===== src/rtl/rst_seq_ctrl_pkg.sv =====
// Shared definitions for the reset sequencer: FSM encoding, reset-cause codes,
// default parameter values and a small counter-load helper.
package rst_pkg;

  typedef enum logic [2:0] {
    ST_IDLE    = 3'd0,
    ST_ASSERT  = 3'd1,
    ST_WAIT_LO = 3'd2,
    ST_RELEASE = 3'd3,
    ST_WAIT_HI = 3'd4
  } state_t;

  localparam logic [1:0] CAUSE_NONE = 2'b00;
  localparam logic [1:0] CAUSE_SW   = 2'b01;
  localparam logic [1:0] CAUSE_WDT  = 2'b10;

  localparam int DEF_NDOM        = 3;
  localparam int DEF_RST_GAP     = 4;
  localparam int DEF_ACK_TIMEOUT = 1024;

  // A zero length or gap would never let a down-counter reach its exit value.
  function automatic logic [15:0] at_least_one(input logic [15:0] v);
    return (v == 16'd0) ? 16'd1 : v;
  endfunction

endpackage


===== src/rtl/rst_seq_ctrl_sync2.sv =====
// Two-flop synchronizer bank; resets to 0 so an unsynchronized input reads as
// "domain held in reset" until it has been sampled twice.
module sync2 #(
  parameter int WIDTH = 1
) (
  input  logic             clk_i,
  input  logic             rst_ni,
  input  logic [WIDTH-1:0] d_i,
  output logic [WIDTH-1:0] q_o
);

  logic [WIDTH-1:0] meta_q;
  logic [WIDTH-1:0] sync_q;

  always_ff @(posedge clk_i or negedge rst_ni) begin
    if (!rst_ni) begin
      meta_q <= '0;
      sync_q <= '0;
    end else begin
      meta_q <= d_i;
      sync_q <= meta_q;
    end
  end

  assign q_o = sync_q;

endmodule


===== src/rtl/rst_seq_ctrl.sv =====
// Reset sequencer: asserts all domain soft resets, waits for acknowledge, then
// releases the domains one at a time, RST_GAP cycles apart, and waits again.
module rst_seq_ctrl
  import rst_pkg::*;
#(
  parameter int NDOM        = DEF_NDOM,
  parameter int RST_GAP     = DEF_RST_GAP,
  parameter int ACK_TIMEOUT = DEF_ACK_TIMEOUT
) (
  input  logic            pclk,
  input  logic            prst_n,
  input  logic            test_mode,
  input  logic            sw_rst_req,
  input  logic            wdt_expire,
  input  logic [7:0]      rst_len,
  input  logic [NDOM-1:0] dom_rst_n_in,
  output logic [NDOM-1:0] dom_rst_req_n,
  output logic            busy,
  output logic [1:0]      rst_cause,
  output logic            timeout_err
);

  localparam int IDX_W = (NDOM > 1) ? $clog2(NDOM) : 1;
  localparam logic [IDX_W-1:0] LAST_IDX = IDX_W'(NDOM - 1);
  localparam logic [15:0] GAP_LD  = at_least_one(16'(RST_GAP));
  localparam logic [15:0] TO_LAST = (ACK_TIMEOUT <= 1)     ? 16'd0 :
                                    (ACK_TIMEOUT > 65536) ? 16'hFFFF :
                                                            16'(ACK_TIMEOUT - 1);

  state_t           state_q, state_d;
  logic [15:0]      cnt_q, cnt_d;
  logic [15:0]      tcnt_q, tcnt_d;
  logic [IDX_W-1:0] idx_q, idx_d;
  logic [NDOM-1:0]  req_n_q, req_n_d;
  logic [1:0]       cause_q, cause_d;
  logic             pend_q, pend_d;
  logic             terr_q, terr_d;
  logic [NDOM-1:0]  ack_s;
  logic             leave_lo;

  sync2 #(.WIDTH(NDOM)) u_ack_sync (
    .clk_i  (pclk),
    .rst_ni (prst_n),
    .d_i    (dom_rst_n_in),
    .q_o    (ack_s)
  );

  // NOTE: every variable gets a default at the top of the block so that no
  // path through the case statement can leave it unassigned and infer a latch.
  always_comb begin
    state_d  = state_q;
    cnt_d    = cnt_q;
    idx_d    = idx_q;
    tcnt_d   = (tcnt_q == 16'hFFFF) ? tcnt_q : tcnt_q + 16'd1;
    req_n_d  = req_n_q;
    cause_d  = cause_q;
    pend_d   = pend_q;
    terr_d   = terr_q;
    leave_lo = 1'b0;

    if (test_mode) begin
      state_d = ST_IDLE;
      req_n_d = '1;
      pend_d  = 1'b0;
      cnt_d   = '0;
      idx_d   = '0;
      tcnt_d  = '0;
    end else begin
      if (state_q != ST_IDLE && wdt_expire) pend_d = 1'b1;

      case (state_q)
        ST_IDLE: begin
          if (sw_rst_req || wdt_expire || pend_q) begin
            state_d = ST_ASSERT;
            cause_d = (wdt_expire || pend_q) ? CAUSE_WDT : CAUSE_SW;
            cnt_d   = at_least_one({8'd0, rst_len});
            req_n_d = '0;
            pend_d  = 1'b0;
            tcnt_d  = '0;
          end
        end

        ST_ASSERT: begin
          if (cnt_q <= 16'd1) begin
            state_d = ST_WAIT_LO;
            tcnt_d  = '0;
          end else begin
            cnt_d = cnt_q - 16'd1;
          end
        end

        ST_WAIT_LO: begin
          if (ack_s == '0) begin
            leave_lo = 1'b1;
          end else if (tcnt_q >= TO_LAST) begin
            leave_lo = 1'b1;
            terr_d   = 1'b1;
          end
        end

        ST_RELEASE: begin
          if (cnt_q <= 16'd1) begin
            req_n_d[idx_q] = 1'b1;
            if (idx_q == LAST_IDX) begin
              state_d = ST_WAIT_HI;
              tcnt_d  = '0;
            end else begin
              idx_d = idx_q + 1'b1;
              cnt_d = GAP_LD;
            end
          end else begin
            cnt_d = cnt_q - 16'd1;
          end
        end

        ST_WAIT_HI: begin
          if (&ack_s) begin
            state_d = ST_IDLE;
            tcnt_d  = '0;
          end else if (tcnt_q >= TO_LAST) begin
            state_d = ST_IDLE;
            tcnt_d  = '0;
            terr_d  = 1'b1;
          end
        end

        default: begin
          state_d = ST_IDLE;
          req_n_d = '1;
        end
      endcase

      // Domain 0 is released on RELEASE entry; a single domain skips RELEASE.
      if (leave_lo) begin
        req_n_d[0] = 1'b1;
        tcnt_d     = '0;
        if (NDOM == 1) begin
          state_d = ST_WAIT_HI;
        end else begin
          state_d = ST_RELEASE;
          cnt_d   = GAP_LD;
          idx_d   = IDX_W'(1);
        end
      end
    end
  end

  // NOTE: sequential state uses non-blocking assignments so every flop samples
  // the pre-edge value of the others, independent of statement order.
  always_ff @(posedge pclk or negedge prst_n) begin
    if (!prst_n) begin
      state_q <= ST_IDLE;
      cnt_q   <= '0;
      tcnt_q  <= '0;
      idx_q   <= '0;
      req_n_q <= '1;
      cause_q <= CAUSE_NONE;
      pend_q  <= 1'b0;
      terr_q  <= 1'b0;
    end else begin
      state_q <= state_d;
      cnt_q   <= cnt_d;
      tcnt_q  <= tcnt_d;
      idx_q   <= idx_d;
      req_n_q <= req_n_d;
      cause_q <= cause_d;
      pend_q  <= pend_d;
      terr_q  <= terr_d;
    end
  end

  assign dom_rst_req_n = test_mode ? '1 : req_n_q;
  assign busy          = (state_q != ST_IDLE);
  assign rst_cause     = cause_q;
  assign timeout_err   = terr_q;

endmodule


===== config.mk =====
export PLATFORM = sky130hd
export DESIGN_NAME = rst_seq_ctrl
export DESIGN_NICKNAME = d
export VERILOG_FILES = /design/src/rtl/rst_seq_ctrl_pkg.sv /design/src/rtl/rst_seq_ctrl_sync2.sv /design/src/rtl/rst_seq_ctrl.sv
export SDC_FILE = /design/constraint.sdc
export NUM_CORES = 1
export LEC_CHECK = 0
export ABC_CLOCK_PERIOD_IN_PS = 3650
export CORE_ASPECT_RATIO = 1.1
export CORE_UTILIZATION = 55
export CTS_CLUSTER_DIAMETER = 80
export DETAILED_ROUTE_END_ITERATION = 7
export GPL_TIMING_DRIVEN = 0
export PLACE_DENSITY = 0.76
export REMOVE_ABC_BUFFERS = 1
export SETUP_SLACK_MARGIN = 0.2
export SLEW_MARGIN = 20
export SYNTH_ARGS = -nofsm -noshare
export SYNTH_HDL_FRONTEND = slang
export SYNTH_SLANG_ARGS = --single-unit

===== constraint.sdc =====
create_clock -name pclk -period 3.65 [get_ports pclk]
set_clock_uncertainty 0.15 [all_clocks]
set_input_delay 0.9125 -clock pclk [delete_from_list [all_inputs] [get_ports pclk]]
set_output_delay 0.9125 -clock pclk [all_outputs]
set_load 0.05 [all_outputs]

==> run_summary.xml, run 1 <==
<?xml version="1.0" encoding="UTF-8"?>
<metrics>
  <group name="power">
    <metric name="static-leakage-power" unit="nW">1.33</metric>
    <metric name="power_density" unit="nW/um^2">700</metric>
    <metric name="irDropWorstVdd" unit="V">0.000450</metric>
  </group>
  <group name="floorplan">
    <metric name="design.portCount" unit="">23</metric>
    <metric name="design.core.area" unit="um^2">4780</metric>
    <metric name="die-area" unit="um^2">5420</metric>
    <metric name="die_w" unit="um">70.3</metric>
    <metric name="chipHeight" unit="um">77.1</metric>
    <metric name="core.rowCount" unit="">26</metric>
    <metric name="initial_core_util" unit="%">59.0</metric>
  </group>
  <group name="routing">
    <metric name="met3_routed_wirelength" unit="um">191</metric>
    <metric name="wl_per_instance" unit="um">15.5</metric>
    <metric name="dr_wl_met2" unit="um">2950</metric>
    <metric name="detail_route.first_pass.iterations" unit="">6</metric>
    <metric name="ant_nets" unit="">0</metric>
    <metric name="routed_wirelength" unit="um">6070</metric>
    <metric name="drt_iter0_markers" unit="">187</metric>
    <metric name="route.vias.total" unit="">2390</metric>
    <metric name="top_layer_used" unit="">met4</metric>
    <metric name="viasPerCell" unit="">6.11</metric>
    <metric name="drc_errors" unit="">0</metric>
    <metric name="wirelength_met1" unit="um">2820</metric>
  </group>
  <group name="cts">
    <metric name="clkLatencyLatePin" unit="ns">0.31</metric>
    <metric name="cts.clk_slew.worst_paths" unit="ns">0.09</metric>
    <metric name="post-cts-setup-buffer-count" unit="">0</metric>
    <metric name="clock_sink_count" unit="">50</metric>
    <metric name="cts_tree" unit="">done</metric>
    <metric name="cts.htree.levels" unit="">2</metric>
    <metric name="holdBufCountCts" unit="">0</metric>
    <metric name="cts_inserted_buffers" unit="">5</metric>
    <metric name="cts_root_buf" unit="">sky130_fd_sc_hd__clkbuf_8</metric>
    <metric name="ctsLongestPathBuffers" unit="">2</metric>
  </group>
  <group name="layout">
    <metric name="n_antenna_cell" unit="">0</metric>
    <metric name="fraction_of_layout_instances_using_a_drive_strength_above_1" unit="%">8.96</metric>
    <metric name="multiInputGateArea" unit="um^2">1480</metric>
    <metric name="regArea" unit="um^2">1250</metric>
    <metric name="post-route-util" unit="%">67.3</metric>
    <metric name="final.fill_count" unit="">440</metric>
    <metric name="flow.area_growth_from_synthesis" unit="%">14.1</metric>
    <metric name="layout.nets" unit="">356</metric>
  </group>
  <group name="worst_setup_path">
    <metric name="reg2reg_depth" unit="">4</metric>
    <metric name="cp_data_arrival_time" unit="ns">2.32</metric>
    <metric name="critical_path_class" unit="">input port to primary output</metric>
    <metric name="cp.required" unit="ns">2.59</metric>
    <metric name="path_max_fanout" unit="">20</metric>
    <metric name="crit_path_end_kind" unit="">primary output</metric>
    <metric name="critical_path.startpoint_type" unit="">input port</metric>
  </group>
  <group name="job">
    <metric name="drv.max_cap_violation_count" unit="">0</metric>
  </group>
  <group name="yosys">
    <metric name="netlist_instances" unit="">314</metric>
    <metric name="yosys.area_share.xor_xnor" unit="%">3.72</metric>
    <metric name="post-synth-top-area-cell" unit="">sky130_fd_sc_hd__dfrtp_1</metric>
    <metric name="synthesis.area" unit="um^2">2820</metric>
    <metric name="primary_ff_master_synth" unit="">sky130_fd_sc_hd__dfrtp_1</metric>
    <metric name="yosys_register_bits" unit="">50</metric>
    <metric name="ys_top_cells_by_count" unit="">sky130_fd_sc_hd__dfrtp_1, sky130_fd_sc_hd__nor2_1, sky130_fd_sc_hd__o21ai_0</metric>
    <metric name="synth_warnings" unit="">0</metric>
    <metric name="synth_compound_area_share" unit="%">17.8</metric>
    <metric name="avgSynthCellArea" unit="um^2">8.99</metric>
    <metric name="ys_seq_area_share" unit="%">44.5</metric>
    <metric name="synth.top_cells.by_area" unit="">sky130_fd_sc_hd__dfrtp_1, sky130_fd_sc_hd__nor2_1, sky130_fd_sc_hd__o21ai_0, sky130_fd_sc_hd__nor3_1, sky130_fd_sc_hd__a21oi_1</metric>
    <metric name="yosysTopAreaCellShare" unit="%">41.7</metric>
    <metric name="number_of_enable_flip_flop_cells_after_synthesis" unit="">0</metric>
    <metric name="synth_top_family_by_area" unit="">simple AND/OR/NAND/NOR gates</metric>
    <metric name="arithmetic_cell_share_of_the_synthesized_area_counting_full_adders_half_adders_and_majority_gates" unit="%">2.66</metric>
    <metric name="postSynth.asyncResetShare" unit="%">100</metric>
    <metric name="yosys.cell_types.count" unit="">54</metric>
    <metric name="synth.area.mux_share" unit="%">1.86</metric>
    <metric name="synth_simple_gate_area_share" unit="%">26.2</metric>
  </group>
  <group name="timing">
    <metric name="maxSlewHeadroom" unit="%">32.9</metric>
    <metric name="rsz_0062_raised_after_global_routing" unit="">false</metric>
    <metric name="report.final.setup_viol" unit="">0</metric>
    <metric name="hold_viol_final" unit="">0</metric>
    <metric name="worst_slew_pin_slew" unit="ns">0.999</metric>
    <metric name="period_needed" unit="ns">3.38</metric>
    <metric name="drv_slew" unit="">0</metric>
    <metric name="fin_setup_tns" unit="ns">0</metric>
    <metric name="post-route-period-util" unit="%">92.7</metric>
    <metric name="max_clock_freq" unit="MHz">296</metric>
    <metric name="fin_worst_hold_slack" unit="ns">0.209</metric>
  </group>
  <group name="global_route">
    <metric name="number_of_global_route_vias_before_repair" unit="">2264</metric>
    <metric name="leftover_overflow_at_the_end_of_global_routing" unit="">0</metric>
    <metric name="pin_count_of_the_biggest_net_entering_global_routing" unit="">33</metric>
    <metric name="track_usage" unit="%">23.8</metric>
    <metric name="grt_antenna_before_repair" unit="">0</metric>
    <metric name="grt_first_pass_wirelength" unit="um">10300</metric>
  </group>
  <group name="hold_path">
    <metric name="hold_path.class" unit="">flip-flop to flip-flop</metric>
    <metric name="min_path_cells" unit="">0</metric>
  </group>
  <group name="outcome">
    <metric name="status" unit="">finished, final reports clean</metric>
  </group>
  <group name="placement">
    <metric name="dp_hpwl" unit="um">4270</metric>
    <metric name="gp_congestion" unit="">0.887</metric>
    <metric name="port_buffers" unit="">22</metric>
  </group>
</metrics>
## area by class of cell
type | count | share of cell area [%]
well taps | 56 | 2.18
inverters | 10 | 1.17
clock inverters | 3 | 2.14
repair buffers | 23 | 7.50
clock buffers | 5 | 2.14
flip-flops and latches | 50 | 39.0
multi-input cells | 244 | 45.9
## state kept, by name (all words and copies together), names as in the netlist
name and count:
cnt_q 16, tcnt_q 16, req_n_q 3, state_q 3, u_ack_sync.meta_q 3, u_ack_sync.q_o 3, idx_q 2, rst_cause 2
pend_q 1, timeout_err 1
## metrics by stage
stage                     worst slack (ns)  power [mW]  std cells  area (um^2)
final                                0.267        2.25        391         3220
after global routing                 0.212        2.40        391         3220
after detailed placement            -0.281        1.77        383         3070
after global placement              -0.274        1.75        382         3060
after CTS                            0.255        2.25        391         3210
after floorplan                       1.09        1.50        304         2770
## worst max-delay path, cell delays in order
cell,delay [ns]
sky130_fd_sc_hd__clkdlybuf4s15_2,0.35
sky130_fd_sc_hd__or2_2,0.36
sky130_fd_sc_hd__clkdlybuf4s50_1,0.69
## layout by cell type, fill, tap and decap left out, types with 4 or more instances in the layout
cell,count
sky130_fd_sc_hd__clkbuf_8,5
sky130_fd_sc_hd__xnor2_1,6
sky130_fd_sc_hd__nor3_1,16
sky130_fd_sc_hd__o21ai_0,30
sky130_fd_sc_hd__xor2_1,6
sky130_fd_sc_hd__nand3b_1,4
sky130_fd_sc_hd__inv_1,10
sky130_fd_sc_hd__a21oi_1,16
sky130_fd_sc_hd__nor4_1,6
sky130_fd_sc_hd__nor2_1,47
sky130_fd_sc_hd__clkdlybuf4s50_1,18
sky130_fd_sc_hd__nand2_1,19
sky130_fd_sc_hd__a31oi_1,7
sky130_fd_sc_hd__or3_1,4
sky130_fd_sc_hd__nand3_1,14
sky130_fd_sc_hd__ha_1,6
sky130_fd_sc_hd__dfrtp_1,47
sky130_fd_sc_hd__nand2b_1,4
sky130_fd_sc_hd__nor3_2,4
sky130_fd_sc_hd__and3_1,6
sky130_fd_sc_hd__nand4_1,4
## final timing paths
kind	startpoint	slack, ns	to
worst max-delay path	test_mode	0.27	dom_rst_req_n[0]
worst min-delay path	u_ack_sync.meta_q[2]$_DFF_PN0_	0.21	u_ack_sync.q_o[2]$_DFF_PN0_
worst max register to register	cnt_q[7]$_DFFE_PN0P_	0.72	cnt_q[0]$_DFFE_PN0P_
worst min register to register	u_ack_sync.meta_q[2]$_DFF_PN0_	0.21	u_ack_sync.q_o[2]$_DFF_PN0_
max in group asynchronous	prst_n	2.43	tcnt_q[9]$_DFF_PN0_
min in group asynchronous	prst_n	0.39	cnt_q[1]$_DFFE_PN0P_
## layer usage
metal	vias to the layer above	global-route usage [%]
met5	-	0
met1	1152	31.8
met4	0	8.60
li1	1182	-
met3	9	4.20
met2	47	38.5
## what timing repair did
item | in CTS | in global routing
pin swaps | 0 | 0
endpoints found under the setup margin | 3 | 3
endpoints found under the hold margin | 0 | 0
resized for setup | 3 | 3
## report_power, final
group | internal (mW) | switching [mW]
logic | 0.347 | 0.613
clock network | 0.275 | 0.196
registers | 0.677 | 0.146
total | 1.30 | 0.955
## cells by family after synthesis
kind of cell               Yosys count
adders and majority gates            6
muxes                                5
xor gates and xnor gates            12
AOI/OAI and AO/OA                   77
and+or+nand+nor                    144
DFF                                 50
buffers and inverters               20
No activity file was read; power rests on OpenSTA's default activity.
==> run 2, diff against run 1 <==
--- a/config.mk
+++ b/config.mk
@@ -6,12 +6,14 @@
 export NUM_CORES = 1
 export LEC_CHECK = 0
 export ABC_CLOCK_PERIOD_IN_PS = 3650
+export CELL_PAD_IN_SITES_DETAIL_PLACEMENT = 1
+export CELL_PAD_IN_SITES_GLOBAL_PLACEMENT = 1
 export CORE_ASPECT_RATIO = 1.1
-export CORE_UTILIZATION = 55
+export CORE_UTILIZATION = 48
 export CTS_CLUSTER_DIAMETER = 80
 export DETAILED_ROUTE_END_ITERATION = 7
 export GPL_TIMING_DRIVEN = 0
-export PLACE_DENSITY = 0.76
+export PLACE_DENSITY_LB_ADDON = 0.1
 export REMOVE_ABC_BUFFERS = 1
 export SETUP_SLACK_MARGIN = 0.2
 export SLEW_MARGIN = 20
==> run_summary.xml, run 2 (synthesis results as in run 1) <==
<?xml version="1.0" encoding="UTF-8"?>
<metrics>
  <group name="outcome">
    <metric name="status" unit="">finished, final reports clean</metric>
  </group>
  <group name="worst_setup_path">
    <metric name="path_max_fanout" unit="">20</metric>
    <metric name="rr_startpoint" unit="">cnt_q[7]$_DFFE_PN0P_</metric>
    <metric name="cp_data_arrival_time" unit="ns">2.33</metric>
    <metric name="crit_path_end_kind" unit="">primary output</metric>
    <metric name="cp.required" unit="ns">2.59</metric>
    <metric name="critical_path.startpoint_type" unit="">input port</metric>
    <metric name="setup.worst_path.start" unit="">test_mode</metric>
    <metric name="critical_path_class" unit="">input port to primary output</metric>
  </group>
  <group name="cts">
    <metric name="cts_root_buf" unit="">sky130_fd_sc_hd__clkbuf_8</metric>
    <metric name="cts_inserted_buffers" unit="">5</metric>
    <metric name="cts.clk_slew.worst_paths" unit="ns">0.09</metric>
    <metric name="holdBufCountCts" unit="">0</metric>
    <metric name="ctsLongestPathBuffers" unit="">2</metric>
    <metric name="post-cts-setup-buffer-count" unit="">0</metric>
    <metric name="clkLatencyLatePin" unit="ns">0.31</metric>
    <metric name="clock_sink_count" unit="">50</metric>
    <metric name="cts.htree.levels" unit="">2</metric>
    <metric name="cts_tree" unit="">done</metric>
  </group>
  <group name="timing">
    <metric name="period_needed" unit="ns">3.39</metric>
    <metric name="report.final.setup_viol" unit="">0</metric>
    <metric name="drv_slew" unit="">0</metric>
    <metric name="hold_viol_final" unit="">0</metric>
    <metric name="rsz_0062_raised_after_global_routing" unit="">false</metric>
    <metric name="post-route-period-util" unit="%">92.8</metric>
    <metric name="max_clock_freq" unit="MHz">295</metric>
    <metric name="worst_slew_pin_slew" unit="ns">1.00</metric>
    <metric name="maxSlewHeadroom" unit="%">32.7</metric>
  </group>
  <group name="routing">
    <metric name="top_layer_used" unit="">met4</metric>
    <metric name="routed_wirelength" unit="um">6960</metric>
    <metric name="ant_nets" unit="">0</metric>
    <metric name="drt_iter0_markers" unit="">131</metric>
    <metric name="wl_per_instance" unit="um">17.0</metric>
    <metric name="dr_wl_met2" unit="um">3550</metric>
    <metric name="viasPerCell" unit="">5.98</metric>
    <metric name="drc_errors" unit="">0</metric>
    <metric name="route.vias.total" unit="">2444</metric>
    <metric name="wirelength_met1" unit="um">3150</metric>
    <metric name="met3_routed_wirelength" unit="um">170</metric>
    <metric name="detail_route.first_pass.iterations" unit="">4</metric>
  </group>
  <group name="placement">
    <metric name="dpl_cell_area" unit="um^2">3080</metric>
    <metric name="cell_total_after_placement" unit="">401</metric>
    <metric name="port_buffers" unit="">22</metric>
    <metric name="gp_congestion" unit="">0.765</metric>
    <metric name="dp_hpwl" unit="um">5050</metric>
  </group>
  <group name="floorplan">
    <metric name="die-area" unit="um^2">6190</metric>
    <metric name="die_w" unit="um">75.1</metric>
    <metric name="chipHeight" unit="um">82.4</metric>
    <metric name="core.rowCount" unit="">28</metric>
    <metric name="design.portCount" unit="">23</metric>
    <metric name="initial_core_util" unit="%">51.0</metric>
    <metric name="design.core.area" unit="um^2">5540</metric>
  </group>
  <group name="global_route">
    <metric name="pin_count_of_the_biggest_net_entering_global_routing" unit="">51</metric>
    <metric name="number_of_global_route_vias_before_repair" unit="">2483</metric>
    <metric name="track_usage" unit="%">25.0</metric>
    <metric name="leftover_overflow_at_the_end_of_global_routing" unit="">0</metric>
    <metric name="grt_antenna_before_repair" unit="">0</metric>
    <metric name="grt_first_pass_wirelength" unit="um">11500</metric>
  </group>
  <group name="layout">
    <metric name="final_cell_mix" unit="">sky130_fd_sc_hd__nor2_1, sky130_fd_sc_hd__dfrtp_1, sky130_fd_sc_hd__o21ai_0</metric>
    <metric name="n_antenna_cell" unit="">0</metric>
    <metric name="layout.nets" unit="">355</metric>
    <metric name="flow.area_growth_from_synthesis" unit="%">12.5</metric>
    <metric name="final_design_area_no_fill" unit="um^2">3170</metric>
    <metric name="biggest_registers_after_layout" unit="">cnt_q x16, tcnt_q x16</metric>
    <metric name="final_cells" unit="">409</metric>
    <metric name="fraction_of_layout_instances_using_a_drive_strength_above_1" unit="%">8.38</metric>
  </group>
  <group name="power">
    <metric name="irDropWorstVdd" unit="V">0.000485</metric>
    <metric name="static-leakage-power" unit="nW">1.30</metric>
    <metric name="power_density" unit="nW/um^2">674</metric>
  </group>
  <group name="hold_path">
    <metric name="timing.hold.worst.start" unit="">u_ack_sync.meta_q[1]$_DFF_PN0_</metric>
    <metric name="hold_path.class" unit="">flip-flop to flip-flop</metric>
  </group>
  <group name="job">
    <metric name="drv.max_cap_violation_count" unit="">0</metric>
  </group>
</metrics>
## run 2: worst paths after layout
check	end	slack (ns)	cells past startpoint
setup / recovery	dom_rst_req_n[0]	0.26	3
hold / removal	u_ack_sync.q_o[1]$_DFF_PN0_	0.21	0
setup reg to reg	cnt_q[0]$_DFFE_PN0P_	0.75	4
hold reg to reg	u_ack_sync.q_o[1]$_DFF_PN0_	0.21	0
max in group asynchronous	cnt_q[14]$_DFFE_PN0P_	2.45	1
min in group asynchronous	cnt_q[5]$_DFFE_PN0P_	0.46	1
## run 2: area by class of cell
class,count,area [um^2]
Fill cell,679,2360
Timing Repair Buffer,22,219
Sequential cell,50,1250
Tap cell,75,93.8
Inverter,10,37.5
Clock inverter,1,5.00
Multi-Input combinational cell,244,1480
Clock buffer,7,86.3
## run 2: per-layer routing
metal	vias up	track usage (%)
li1	1171	-
met1	1227	30.9
met2	38	43.9
met3	8	4.37
met4	0	8.11
met5	-	0
## run 2: critical path, stage by stage
cell,delay (ns)
sky130_fd_sc_hd__clkdlybuf4s15_2,0.35
sky130_fd_sc_hd__or2_2,0.36
sky130_fd_sc_hd__clkdlybuf4s50_1,0.69
## run 2: repair_timing
action | 4_1_cts | 5_1_grt
resized for setup | 3 | 1
endpoints found under the setup margin | 3 | 1
cloned | 0 | 0
## run 2: where the power goes
group          switching, mW  leakage (nW)  total [mW]  internal (mW)
sequential             0.154         0.654       0.830          0.677
combinational          0.623         0.598       0.969          0.346
clock                  0.187        0.0482       0.341          0.153
## run 2: stage by stage
step           utilization, %  worst slack (ns)  hold slack, ns  total power [mW]  setup TNS, ns
5_1_grt                  57.3             0.205           0.224              2.30              0
3_3_place_gp             55.6            -0.274           0.184              1.77         -0.809
4_1_cts                  57.3             0.261           0.211              2.15              0
6_report                 57.3             0.262           0.209              2.14              0
2_1_floorplan               -              1.09           0.181              1.50              0
3_5_place_dp             55.6            -0.265           0.190              1.81         -0.777
